<file path="src/rtl/feature_lut_loader_pkg.sv">
// Shared types and helpers for the LUT loader: FSM state encoding and byte/word geometry.
package feature_lut_loader_pkg;

    typedef enum logic [1:0] {
        IDLE,
        LOAD,
        DONE
    } lut_state_e;

    function automatic int unsigned bytes_per_word(input int unsigned data_width);
        return data_width / 8;
    endfunction

    // Keep the byte index at least one bit wide so 8-bit words still elaborate.
    function automatic int unsigned index_width(input int unsigned bpw);
        return (bpw > 1) ? $clog2(bpw) : 1;
    endfunction

endpackage

</file>
<file path="src/rtl/feature_lut_word_packer.sv">
// Little-endian byte-to-word packer: word/word_valid are combinational and flag the
// cycle in which the last byte of a word is accepted.
module feature_lut_word_packer
    import feature_lut_loader_pkg::*;
#(
    parameter int unsigned DATA_WIDTH = 32
) (
    input  logic                  clk,
    input  logic                  rst,
    input  logic                  clear,
    input  logic                  byte_en,
    input  logic [7:0]            byte_data,
    output logic [DATA_WIDTH-1:0] word,
    output logic                  word_valid
);

    localparam int unsigned BPW   = bytes_per_word(DATA_WIDTH);
    localparam int unsigned IDX_W = index_width(BPW);
    localparam logic [IDX_W-1:0] LAST_IDX = IDX_W'(BPW - 1);

    logic [DATA_WIDTH-1:0] partial_q;
    logic [IDX_W-1:0]      idx_q;

    always_comb begin
        word = partial_q;
        for (int k = 0; k < BPW; k++) begin
            if (idx_q == IDX_W'(k)) begin
                word[8*k +: 8] = byte_data;
            end
        end
        word_valid = byte_en && (idx_q == LAST_IDX);
    end

    always_ff @(posedge clk) begin
        if (rst || clear) begin
            partial_q <= '0;
            idx_q     <= '0;
        end else if (byte_en) begin
            if (idx_q == LAST_IDX) begin
                partial_q <= '0;
                idx_q     <= '0;
            end else begin
                partial_q <= word;
                idx_q     <= idx_q + IDX_W'(1);
            end
        end
    end

endmodule

</file>
<file path="src/rtl/feature_lut_loader.sv">
// Streams bytes into LUT RAM words, one write per completed word, DEPTH words per run.
// Optional running word checksum output enabled by FEATURE_LUT_LOADER_CHECKSUM_EN.
module feature_lut_loader
    import feature_lut_loader_pkg::*;
#(
    parameter int unsigned ADDR_WIDTH = 14,
    parameter int unsigned DATA_WIDTH = 32,
    parameter int unsigned DEPTH      = 16384
) (
    input  logic                  clk,
    input  logic                  rst,
    input  logic                  start,
    input  logic                  byte_valid,
    input  logic [7:0]            byte_data,
    output logic                  byte_ready,
    output logic                  mem_we,
    output logic [ADDR_WIDTH-1:0] mem_addr,
    output logic [DATA_WIDTH-1:0] mem_wdata,
    output logic                  busy,
    output logic                  done,
    output logic [ADDR_WIDTH:0]   words_written
`ifdef FEATURE_LUT_LOADER_CHECKSUM_EN
    ,
    output logic [DATA_WIDTH-1:0] lut_checksum
`endif
);

    localparam logic [ADDR_WIDTH:0] LAST_COUNT = (ADDR_WIDTH + 1)'(DEPTH - 1);

    lut_state_e            state;
    logic                  accept;
    logic                  start_load;
    logic [DATA_WIDTH-1:0] pack_word;
    logic                  pack_valid;

    assign accept     = byte_valid && byte_ready;
    assign start_load = start && (state != LOAD);

    feature_lut_word_packer #(
        .DATA_WIDTH(DATA_WIDTH)
    ) u_packer (
        .clk       (clk),
        .rst       (rst),
        .clear     (start_load),
        .byte_en   (accept),
        .byte_data (byte_data),
        .word      (pack_word),
        .word_valid(pack_valid)
    );

    // words_written doubles as the next write address.
    always_ff @(posedge clk) begin
        if (rst) begin
            state         <= IDLE;
            byte_ready    <= 1'b0;
            mem_we        <= 1'b0;
            mem_addr      <= '0;
            mem_wdata     <= '0;
            busy          <= 1'b0;
            done          <= 1'b0;
            words_written <= '0;
        end else begin
            mem_we <= 1'b0;
            if (pack_valid) begin
                mem_we        <= 1'b1;
                mem_addr      <= words_written[ADDR_WIDTH-1:0];
                mem_wdata     <= pack_word;
                words_written <= words_written + (ADDR_WIDTH + 1)'(1);
            end
            unique case (state)
                IDLE, DONE: begin
                    if (start) begin
                        state         <= LOAD;
                        busy          <= 1'b1;
                        byte_ready    <= 1'b1;
                        done          <= 1'b0;
                        words_written <= '0;
                    end
                end
                LOAD: begin
                    if (pack_valid && (words_written == LAST_COUNT)) begin
                        state      <= DONE;
                        busy       <= 1'b0;
                        byte_ready <= 1'b0;
                        done       <= 1'b1;
                    end
                end
                default: state <= IDLE;
            endcase
        end
    end

`ifdef FEATURE_LUT_LOADER_CHECKSUM_EN
    always_ff @(posedge clk) begin
        if (rst || start_load) begin
            lut_checksum <= '0;
        end else if (mem_we) begin
            lut_checksum <= lut_checksum + mem_wdata;
        end
    end
`endif

endmodule

</file>
<file path="config.mk">
export PLATFORM = sky130hd
export DESIGN_NAME = feature_lut_loader
export DESIGN_NICKNAME = d
export VERILOG_FILES = /design/src/rtl/feature_lut_loader_pkg.sv /design/src/rtl/feature_lut_word_packer.sv /design/src/rtl/feature_lut_loader.sv
export SDC_FILE = /design/constraint.sdc
export NUM_CORES = 1
export LEC_CHECK = 0
export CAP_MARGIN = 5
export CORE_ASPECT_RATIO = 1.1
export CORE_MARGIN = 5
export CORE_UTILIZATION = 25
export CTS_CLUSTER_SIZE = 24
export DETAILED_ROUTE_END_ITERATION = 16
export GPL_ROUTABILITY_DRIVEN = 0
export PLACE_DENSITY = 0.54
export SLEW_MARGIN = 10
export SYNTH_ARGS = -nofsm -noshare
export SYNTH_HDL_FRONTEND = slang
export SYNTH_HIERARCHICAL = 1
export SYNTH_SLANG_ARGS = --single-unit
</file>
<file path="constraint.sdc">
create_clock -name clk -period 2.9 [get_ports clk]
set_clock_uncertainty 0.2 [all_clocks]
set_input_delay 0.58 -clock clk [delete_from_list [all_inputs] [get_ports clk]]
set_output_delay 0.58 -clock clk [all_outputs]
set_load 0.02 [all_outputs]
</file>
==> metrics.md <==
| Metric | Value |
|---|---|
| Outcome | finished clean |
| Antenna cells | 0 |
| Worst VDD drop | 0.000324 V |
| Initial core utilization | 0.252 |
| Die width | 132 um |
| Longest Clk Path Bufs | 2 |
| Critical path class | register to primary output |
| Die span in y | 144 um |
| Worst path slowest cell | clkdlybuf4s50_1 |
| Cells after DPL | 636 |
| Worst Path Max Fanout | 8 |
| Synth top area cells | dfxtp_1, mux2i_1, mux2_2 |
| Crit path cell chain | clkdlybuf4s50_1 |
| Final hold vios | 0 |
| P_sw | 628 uW |
| Layout Area Growth over Synthesis | 30.1% |
| Mapped Area | 4090 um2 |
| Post-CTS repair timing setup buffer count | 0 |
| Via/cell ratio | 4.51 |
| H-Tree Depth | 3 |
| First-pass GRT wire length | 17200 um |
| Cts hold-fix bufs | 0 |
| Clk_lat worst skew | 0.35 ns |
| Gr usage total | 0.114 |
| Core ar. | 16200 um2 |
| Final Max Tran Viols | 0 |
| Syn avg cell area | 11.0 um2 |
| Share of Yosys cell area claimed by the top area cell type | 0.489 |
| Synth cell types | 40 |
| Grt ovf | 0 |
| ANT nets after route | 0 |
| Cell Rows | 49 |
| Setup TNS | 0 ns |
| CTS clk-pin slew, worst paths | 0.07 ns |
| Most frequent cell after synthesis | dfxtp_1 |
| Synth Flop Type | dfxtp_1 |
| Setup crit start kind | register |
| EDFF count, synth | 0 |
| Post-CTS sizing | 0 |
| Area of the multi-input gates | 1930 um2 |
| Final #Nets | 461 |
| Clk network pwr share | 0.446 |
| Share of power burned in registers | 0.507 |
| CTS sink count | 100 |
| Critical path buffer and inverter count | 1 |
| Sw Ratio | 0.230 |
| Worst Max-Slew Pin Slew | 0.541 ns |
| CTS tree | done |
| Routed len/inst | 16.4 um |
| Crit end category | primary output |
| Crit path required time | 2.12 ns |
| Clock root buffer | clkbuf_16 |
| Pwr dens | 513 nW/um2 |
| Vias in the first global route | 3066 |
| Combinational cell fraction of total power | 0.047 |
| #FFs+latches synth | 100 |
| Cell taking the most area after synthesis | dfxtp_1 |
| DPL Wire Length | 7190 um |
| Arrival time worst endpoint | 1.55 ns |
| Largest net degree at the start of global routing | 38 |
| Vias | 2942 |
| Total CTS buffers | 9 |
| P_int | 2.10 mW |
| Syn nets | 389 |
| Storage element area | 2000 um2 |
| Slew HR | 0.639 |
| Post-Syn Instances | 371 |
| Critical Path Max Stage Delay | 0.70 ns |
| Hold Path Class | register to register |
| Number of max-cap violations | 0 |
| Die ar. | 19000 um2 |
| Achievable Freq | 429 MHz |
| Seq/Total Area, Yosys | 0.489 |
| I/O Pins | 77 |
| Yosys Warn Count | 6 |
| Fin crit share | 0.804 |
| Layout Cells excl Fill | 652 |
| Final wirelength | 10700 um |
| Initial antenna violation count | 0 |
| Layout cell share with drive strength beyond 1 | 0.203 |
| Final min period | 2.33 ns |
| Setup Viol. Count Final | 0 |
| Synth cell count leaders | dfxtp_1, nor2_1, mux2i_1 |
| # DRC | 0 |
| # port buffers | 76 |
| FFs w/ async S/R, synth | 0 |
| RSZ-0062 raised after global routing | false |
| Lkg Pwr | 1.87 nW |
| Layout fillers | 1592 |
| Drt initial violations | 154 |
| Delay-heaviest family, CP | buffers and inverters |
| Drt pass-1 iters | 4 |
final timing paths:
| check | start | to | slack (ns) | cells after the start |
|---|---|---|---|---|
| worst max-delay path | words_written[8] | words_written[8] | 0.57 | 1 |
| worst min-delay path | u_packer/partial_q[27] | u_packer/partial_q[27] | 0.26 | 1 |
| worst max register to register | u_packer/idx_q[0] | state[0] | 0.84 | 5 |
| worst min register to register | u_packer/partial_q[27] | u_packer/partial_q[27] | 0.26 | 1 |
registers in the layout (all words and copies together) (netlist names):
name	flops
words_written	15
done	1
busy	1
mem_addr	14
state	2
mem_wdata	32
u_packer/idx_q	2
u_packer/partial_q	32
mem_we	1
per-layer routing:
layer  global-route usage  vias to the layer above  share of wire
met5                    0                        -              0
met4               0.0314                        0          0.011
met3               0.0550                       12          0.081
met2                0.177                       86           0.45
met1                0.142                     1386           0.46
li1                     -                     1458              -
per-stage QoR:
step / worst slack [ns] / hold slack, ns / total power, mW / cell area [um2] / util
detailed placement: 0.305 / 0.240 / 1.55 / 5030 / 0.309
finish: 0.567 / 0.261 / 2.73 / 5330 / 0.328
CTS: 0.546 / 0.262 / 2.77 / 5330 / 0.328
floorplan: 0.766 / 0.226 / 1.49 / 4090 / -
global placement: 0.337 / 0.238 / 1.54 / 5030 / 0.309
global route: 0.510 / 0.270 / 2.83 / 5330 / 0.328
power groups by stage:
stage               sequential, mW  combinational, mW  clock [mW]
detailed placement            1.42              0.130           0
finish                        1.38              0.129        1.22
global route                  1.39              0.139        1.31
floorplan                     1.42             0.0747           0
CTS                           1.38              0.131        1.26
global placement              1.42              0.127           0
cell type report:
| cell class | count | area share |
|---|---|---|
| clock buffers | 9 | 0.0423 |
| flip-flops and latches | 100 | 0.376 |
| repair buffers | 85 | 0.155 |
| multi-input cells | 244 | 0.363 |
| well taps | 204 | 0.0479 |
| clock inverters | 7 | 0.0139 |
| inverters | 3 | 0.00211 |
placed cells by master (no fill, tap or decap), drive strengths merged:
| cell type | Yosys | final |
|---|---|---|
| clkdlybuf4s50 | 0 | 75 |
| or3 | 6 | 6 |
| xnor2 | 1 | 1 |
| nand4 | 6 | 6 |
| a211oi | 2 | 2 |
| o22ai | 1 | 1 |
| mux2 | 32 | 32 |
| nor3 | 2 | 2 |
| buf | 19 | 10 |
| nand3 | 4 | 4 |
| nand2 | 8 | 8 |
| o21ai | 5 | 5 |
| xor2 | 3 | 3 |
| clkinv | 0 | 3 |
| a31o | 1 | 1 |
| nand2b | 2 | 2 |
| and2 | 10 | 10 |
| clkinvlp | 0 | 1 |
| ha | 6 | 6 |
| inv | 3 | 5 |
| or4 | 4 | 4 |
| a21oi | 9 | 9 |
| nor2b | 4 | 4 |
| a22o | 24 | 24 |
| nor2 | 52 | 52 |
| dfxtp | 100 | 100 |
| nor4b | 2 | 2 |
| a32o | 1 | 1 |
| or3b | 1 | 1 |
| nand3b | 1 | 1 |
| o31ai | 4 | 4 |
| mux2i | 50 | 50 |
| bufinv | 0 | 1 |
| nor4 | 3 | 3 |
| clkbuf | 5 | 9 |
cells by family after synthesis:
| group | share of synthesized area |
|---|---|
| AO/OA/AOI/OAI | 0.0920 |
| XOR/XNOR | 0.00856 |
| adder cells (fa/ha/maj) | 0.0183 |
| buffers and inverters | 0.0385 |
| flip-flops | 0.489 |
| multiplexers | 0.210 |
| AND/OR/NAND/NOR | 0.143 |
Power figures use the tool's default switching activity.
